===== src/rtl/gpp_pkg.sv =====
// Shared parameters and the fetch FSM state type for the instruction-fetch slice.
package gpp_pkg;

    localparam int INSTR_W = 16;
    localparam int ADDR_W  = 9;
    localparam int DEPTH   = 400;

    typedef enum logic [2:0] {
        ST_IDLE = 3'd0,
        ST_LOAD = 3'd1,
        ST_REQ  = 3'd2,
        ST_WAIT = 3'd3,
        ST_HOLD = 3'd4,
        ST_DONE = 3'd5
    } fetch_state_e;

endpackage


===== src/rtl/fetch_pc.sv =====
// Program-counter register with clear, load and increment controls (clear > load > increment).
module fetch_pc #(
    parameter int ADDR_W = gpp_pkg::ADDR_W
) (
    input  logic              clk,
    input  logic              rst,
    input  logic              clr,
    input  logic              load,
    input  logic              inc,
    input  logic [ADDR_W-1:0] target,
    output logic [ADDR_W-1:0] pc
);

    always_ff @(posedge clk or negedge rst) begin
        if (!rst) begin
            pc <= '0;
        end else if (clr) begin
            pc <= '0;
        end else if (load) begin
            pc <= target;
        end else if (inc) begin
            pc <= pc + ADDR_W'(1);
        end
    end

endmodule


===== src/rtl/instr_fetch.sv =====
// Instruction fetch unit: optional program load, then request/wait/hold fetch loop with branch redirect.
// The load phase is compiled in only when INSTR_FETCH_LOAD_EN is defined.
module instr_fetch #(
    parameter int DEPTH   = gpp_pkg::DEPTH,
    parameter int ADDR_W  = gpp_pkg::ADDR_W,
    parameter int INSTR_W = gpp_pkg::INSTR_W
) (
    input  logic                 clk,
    input  logic                 rst,
    input  logic                 start,
    input  logic                 fin_file,
    input  logic [INSTR_W-1:0]   return_instr_line,
    output logic                 read_file,
    output logic                 read_memory,
    output logic [ADDR_W-1:0]    pos,
    input  logic                 branch_en,
    input  logic [ADDR_W-1:0]    branch_target,
    input  logic                 instr_ready,
    output logic                 instr_valid,
    output logic [INSTR_W-1:0]   instr_out,
    output logic [ADDR_W-1:0]    instr_pc,
    output logic [ADDR_W:0]      prog_len,
    output logic                 done,
    output gpp_pkg::fetch_state_e state
);

    import gpp_pkg::*;

    localparam logic [ADDR_W:0] DEPTH_W = (ADDR_W+1)'(DEPTH);
    localparam logic [ADDR_W:0] ONE_W   = (ADDR_W+1)'(1);

    logic [ADDR_W-1:0] pc;
    logic [ADDR_W:0]   pc_plus1;
    logic              pc_clr;
    logic              pc_load;
    logic              pc_inc;
    logic              fetching;
    logic              branch_take;
    logic              target_oob;
    logic              last_word;
    logic              handshake;

    // Handshake: a word transfers on any edge where instr_valid && instr_ready,
    // unless a branch is taken on the same edge, which discards the word.
    assign fetching    = (state == ST_REQ) || (state == ST_WAIT) || (state == ST_HOLD);
    assign branch_take = fetching && branch_en;
    assign handshake   = (state == ST_HOLD) && instr_valid && instr_ready && !branch_en;
    assign pc_plus1    = {1'b0, pc} + ONE_W;
    assign target_oob  = ({1'b0, branch_target} >= prog_len);
    assign last_word   = (pc_plus1 >= prog_len);

    assign pc_clr  = (state == ST_IDLE) && start;
    assign pc_load = branch_take && !target_oob;
    assign pc_inc  = handshake && !last_word;

    assign read_memory = (state == ST_REQ);
    assign pos         = pc;

    fetch_pc #(.ADDR_W(ADDR_W)) u_fetch_pc (
        .clk    (clk),
        .rst    (rst),
        .clr    (pc_clr),
        .load   (pc_load),
        .inc    (pc_inc),
        .target (branch_target),
        .pc     (pc)
    );

`ifdef INSTR_FETCH_LOAD_EN
    logic [ADDR_W:0] count;

    // read_file drops in the same cycle fin_file rises, so no extra line is pulled.
    assign read_file = (state == ST_LOAD) && !fin_file && (count < DEPTH_W);
    assign prog_len  = count;

    always_ff @(posedge clk or negedge rst) begin
        if (!rst) begin
            count <= '0;
        end else if (read_file) begin
            count <= count + ONE_W;
        end
    end
`else
    logic unused_fin_file;

    assign unused_fin_file = fin_file;
    assign read_file       = 1'b0;
    assign prog_len        = DEPTH_W;
`endif

    always_ff @(posedge clk or negedge rst) begin
        if (!rst) begin
            state       <= ST_IDLE;
            instr_out   <= '0;
            instr_pc    <= '0;
            instr_valid <= 1'b0;
            done        <= 1'b0;
        end else begin
            case (state)
                ST_IDLE: begin
                    if (start) begin
`ifdef INSTR_FETCH_LOAD_EN
                        state <= ST_LOAD;
`else
                        state <= ST_REQ;
`endif
                    end
                end
`ifdef INSTR_FETCH_LOAD_EN
                ST_LOAD: begin
                    if (fin_file || (count >= DEPTH_W)) begin
                        if (count == '0) begin
                            state <= ST_DONE;
                            done  <= 1'b1;
                        end else begin
                            state <= ST_REQ;
                        end
                    end
                end
`endif
                ST_REQ, ST_WAIT, ST_HOLD: begin
                    if (branch_en) begin
                        instr_valid <= 1'b0;
                        if (target_oob) begin
                            state <= ST_DONE;
                            done  <= 1'b1;
                        end else begin
                            state <= ST_REQ;
                        end
                    end else if (state == ST_REQ) begin
                        state <= ST_WAIT;
                    end else if (state == ST_WAIT) begin
                        instr_out   <= return_instr_line;
                        instr_pc    <= pc;
                        instr_valid <= 1'b1;
                        state       <= ST_HOLD;
                    end else if (handshake) begin
                        instr_valid <= 1'b0;
                        if (last_word) begin
                            state <= ST_DONE;
                            done  <= 1'b1;
                        end else begin
                            state <= ST_REQ;
                        end
                    end
                end
                ST_DONE: begin
                    done <= 1'b1;
                end
                default: begin
                    state <= ST_IDLE;
                end
            endcase
        end
    end

endmodule


===== config.mk =====
export PLATFORM = sky130hd
export DESIGN_NAME = instr_fetch
export DESIGN_NICKNAME = d
export VERILOG_FILES = /design/src/rtl/gpp_pkg.sv /design/src/rtl/fetch_pc.sv /design/src/rtl/instr_fetch.sv
export SDC_FILE = /design/constraint.sdc
export NUM_CORES = 1
export LEC_CHECK = 0
export ABC_AREA = 1
export CORE_ASPECT_RATIO = 1.5
export CORE_MARGIN = 4
export CORE_UTILIZATION = 39
export CTS_CLUSTER_DIAMETER = 50
export DETAILED_ROUTE_END_ITERATION = 12
export PLACE_DENSITY_LB_ADDON = 0.12
export REMOVE_ABC_BUFFERS = 1
export SLEW_MARGIN = 10
export SYNTH_ARGS = -nofsm -noshare
export SYNTH_HDL_FRONTEND = slang
export SYNTH_SLANG_ARGS = --single-unit

===== constraint.sdc =====
create_clock -name clk -period 1.85 [get_ports clk]
set_clock_uncertainty 0.2 [all_clocks]
set_input_delay 0.555 -clock clk [delete_from_list [all_inputs] [get_ports clk]]
set_output_delay 0.555 -clock clk [all_outputs]
set_load 0.01 [all_outputs]

==> Flow_metrics.wiki <==
{| class="wikitable"
! Metric !! Value
|-
| Maximum VDD drop || 0.509 mV
|-
| Hold slack || 0.0160 ns
|-
| Num CTS Buffers || 5
|-
| Starting utilization of the core area || 0.409
|-
| Post-synthesis sequential element count || 39
|-
| Final count of hold timing violations || 0
|-
| Fraction of the yosys area taken by sequential cells || 0.488
|-
| Mean instance size in the synthesized netlist || 8.66 sq um
|-
| Period Utilization, post-route || 1.06
|-
| HPWL Detailed || 3830 microns
|-
| Drc violations || 0
|-
| Final Util || 0.682
|-
| Vias per inst || 4.65
|-
| Max-slew violation total from the final report || 0
|-
| Clock latency on the worst-skew pair || 0.29 ns
|-
| Post-synth cell types || 22
|-
| Crit. End Element || flop
|-
| Sum of negative setup slack || -0.889 ns
|-
| Switching component of the power || 0.493 mW
|-
| Status || finished, violations left
|-
| Startpoint-to-endpoint class of the critical path || flop to flop
|-
| Cell area after synthesis || 2000 sq um
|-
| Signed area change from the synthesized netlist to the final layout || 66.5%
|-
| Power per unit of standard cell area || 601 nW/um^2
|-
| Number of rows created at floorplan || 31
|-
| Worst path required time || 1.86 ns
|-
| First-pass iteration count of the detailed router || 4
|-
| Part of the total power dissipated in combinational logic || 0.190
|-
| Final setup violation count || 12
|-
| Fill cell instance count of the final layout || 419
|-
| Number of warnings reported in the yosys synthesis log || 0
|-
| Final Critical Period || 1.96 ns
|-
| Aggregate global routing overflow || 0
|-
| Routability Congestion || 0.847
|-
| Layout cells sized above 1 || 0.346
|-
| Maximum fanout along the worst path || 18
|-
| Total Routing Usage GR || 0.178
|-
| Number of levels the H-tree was split into || 2
|-
| DR WL/cell || 13.0 microns
|-
| Setup repair after global routing missed its margin || true
|-
| Cell count after placement || 396
|-
| Largest net degree at the start of global routing || 40
|-
| Clock transition time at the flip-flop clock pins of the worst setup and hold paths || 0.07 ns
|-
| Power share of the clock group || 0.368
|-
| Startpoint Class || flop
|-
| Number of top-level pins || 82
|-
| Net total in the final layout || 388
|-
| ANT nets after route || 0
|-
| Antenna violations before repair || 0
|-
| Clock tree from TritonCTS || yes
|-
| Path category of the worst min-delay check || input port to asynchronous set/reset pin
|-
| Total die area || 6360 sq um
|-
| Number of standard cells in the final layout excluding fillers || 422
|-
| Cell area after placement || 2990 sq um
|-
| Number of cells traversed by the worst register-to-register path || 12
|-
| Via count || 1963
|-
| Sink Count || 39
|-
| Via count of the first global-routing pass || 2010
|-
| CP arrival || 1.97 ns
|-
| Port buffer count || 69
|-
| Hold-fix buffer count after cts || 0
|-
| Placeable core region || 4890 sq um
|-
| Fraction of power spent switching nets || 0.246
|-
| Total length of routed wires || 5480 microns
|-
| Width of the die || 66.5 microns
|-
| Global-route wire length before repair || 8630 microns
|-
| Initial detailed-routing violation count || 47
|-
| Clock Path Buffers || 2
|-
| Violations in the final reports || setup timing
|-
| Post-route cell area || 3330 sq um
|-
| Number of instances in the synthesized netlist || 231
|-
| Leakage dissipation || 1.78 nW
|-
| Portion of total power attributed to sequential cells || 0.442
|-
| Root Driver || clkbuf_8
|-
| Maxcap violations || 0
|-
| Die Ht || 95.7 microns
|-
| Number of antenna diodes || 0
|-
| Highest clock frequency the design can meet || 0.510 GHz
|-
| Internal power || 1.51 mW
|-
| Post-layout worst setup margin || -0.109 ns
|}
-- layout by cell type (no fill, tap or decap), types with 7 or more instances in the layout --
master	count
conb_1	11
clkdlybuf4s50_1	24
mux2_2	16
nor2_1	10
o21ai_1	11
inv_1	19
o21ai_0	17
a21oi_1	8
dfrtp_1	39
buf_4	49
dlygate4sd2_1	32
nand2_1	45
nor2_2	7
-- registers in the layout, summed over array words and instances, names as in the netlist --
| register | cells |
|---|---|
| instr_pc | 9 |
| done | 1 |
| state | 3 |
| u_fetch_pc.pc | 9 |
| instr_out | 16 |
| instr_valid | 1 |
-- worst max-delay path, cell delays in order (launching register included) --
cell      delay [ns]
dfrtp_1         0.41
buf_6           0.15
nand3_4         0.11
nor2_4          0.13
nand2_1         0.06
nand2_1         0.09
nand3_2         0.10
nand2_2         0.10
nand2_4         0.07
o21bai_4        0.17
buf_12          0.15
nand2_1         0.05
o21ai_0         0.07
-- synthesized netlist by cell type, drive strengths merged --
master  count  area share
nand2      54        0.10
dfrtp      39        0.49
o21ai      29       0.073
inv        23       0.043
nor2       20       0.039
mux2       16       0.090
buf        14       0.052
a21oi      12       0.030
nand3      10       0.028
o21bai      4       0.021
a21boi      2      0.0075
clkbuf      2      0.0038
conb        2      0.0038
ha          2       0.013
nand3b      1      0.0038
nor3        1      0.0025
-- what timing repair did --
| action | in CTS | in global routing |
|---|---|---|
| gates resized for setup | 80 | 43 |
| endpoints found under the setup margin | 67 | 39 |
| buffers inserted | 13 | 5 |
| pin swaps | 4 | 5 |
-- path summary, 6_finish.rpt --
check | startpoint | endpoint | slack [ns]
min | rst | instr_pc[5] | 0.02
max reg2reg | u_fetch_pc.pc[0] | u_fetch_pc.pc[6] | -0.11
max in group asynchronous | rst | instr_out[12] | 1.24
min reg2reg | done | done | 0.27
min in group clk | done | done | 0.27
max | u_fetch_pc.pc[0] | u_fetch_pc.pc[6] | -0.11
-- cell families (layout without fill, tap and decap cells) --
| group | after synthesis | after routing | synth area share |
|---|---|---|---|
| and+or+nand+nor | 86 | 86 | 0.176 |
| adders and majority gates | 2 | 2 | 0.0125 |
| buffers and inverters | 39 | 155 | 0.0988 |
| DFF | 39 | 39 | 0.488 |
| muxes | 16 | 16 | 0.0901 |
| AOI/OAI and AO/OA | 47 | 47 | 0.131 |
| other | 2 | 11 | 0.00375 |
-- final cells by class --
class | count | area (sq um) | area share
sequential | 39 | 976 | 0.293
inverter | 23 | 86.3 | 0.0259
multi-input combinational | 162 | 985 | 0.296
tap | 66 | 82.6 | 0.0248
timing repair buffer | 124 | 1080 | 0.325
clock buffer | 6 | 82.6 | 0.0248
clock inverter | 2 | 35.0 | 0.0105
-- per-layer routing --
layer | global-route usage | up-vias | routed length [microns]
li1 | - | 976 | -
met1 | 0.188 | 919 | 2030
met2 | 0.322 | 57 | 2940
met3 | 0.0526 | 11 | 363
met4 | 0.0763 | 0 | 141
met5 | 0 | - | 0
-- power by group through the flow --
stage	clock network (mW)	registers, mW	logic (mW)
after CTS	0.760	0.884	0.339
after floorplan	0	0.917	0.0930
after global placement	0	0.907	0.298
after detailed placement	0	0.907	0.299
final	0.737	0.886	0.380
after global routing	0.786	0.888	0.416
-- per-stage QoR --
| step | setup WS (ns) | total power, mW |
|---|---|---|
| finish | -0.109 | 2.00 |
| global route | -0.204 | 2.09 |
| CTS | -0.0761 | 1.98 |
| detailed placement | -0.536 | 1.21 |
| global placement | -0.485 | 1.20 |
| floorplan | -0.169 | 1.01 |
No activity file was read; power rests on OpenSTA's default activity.
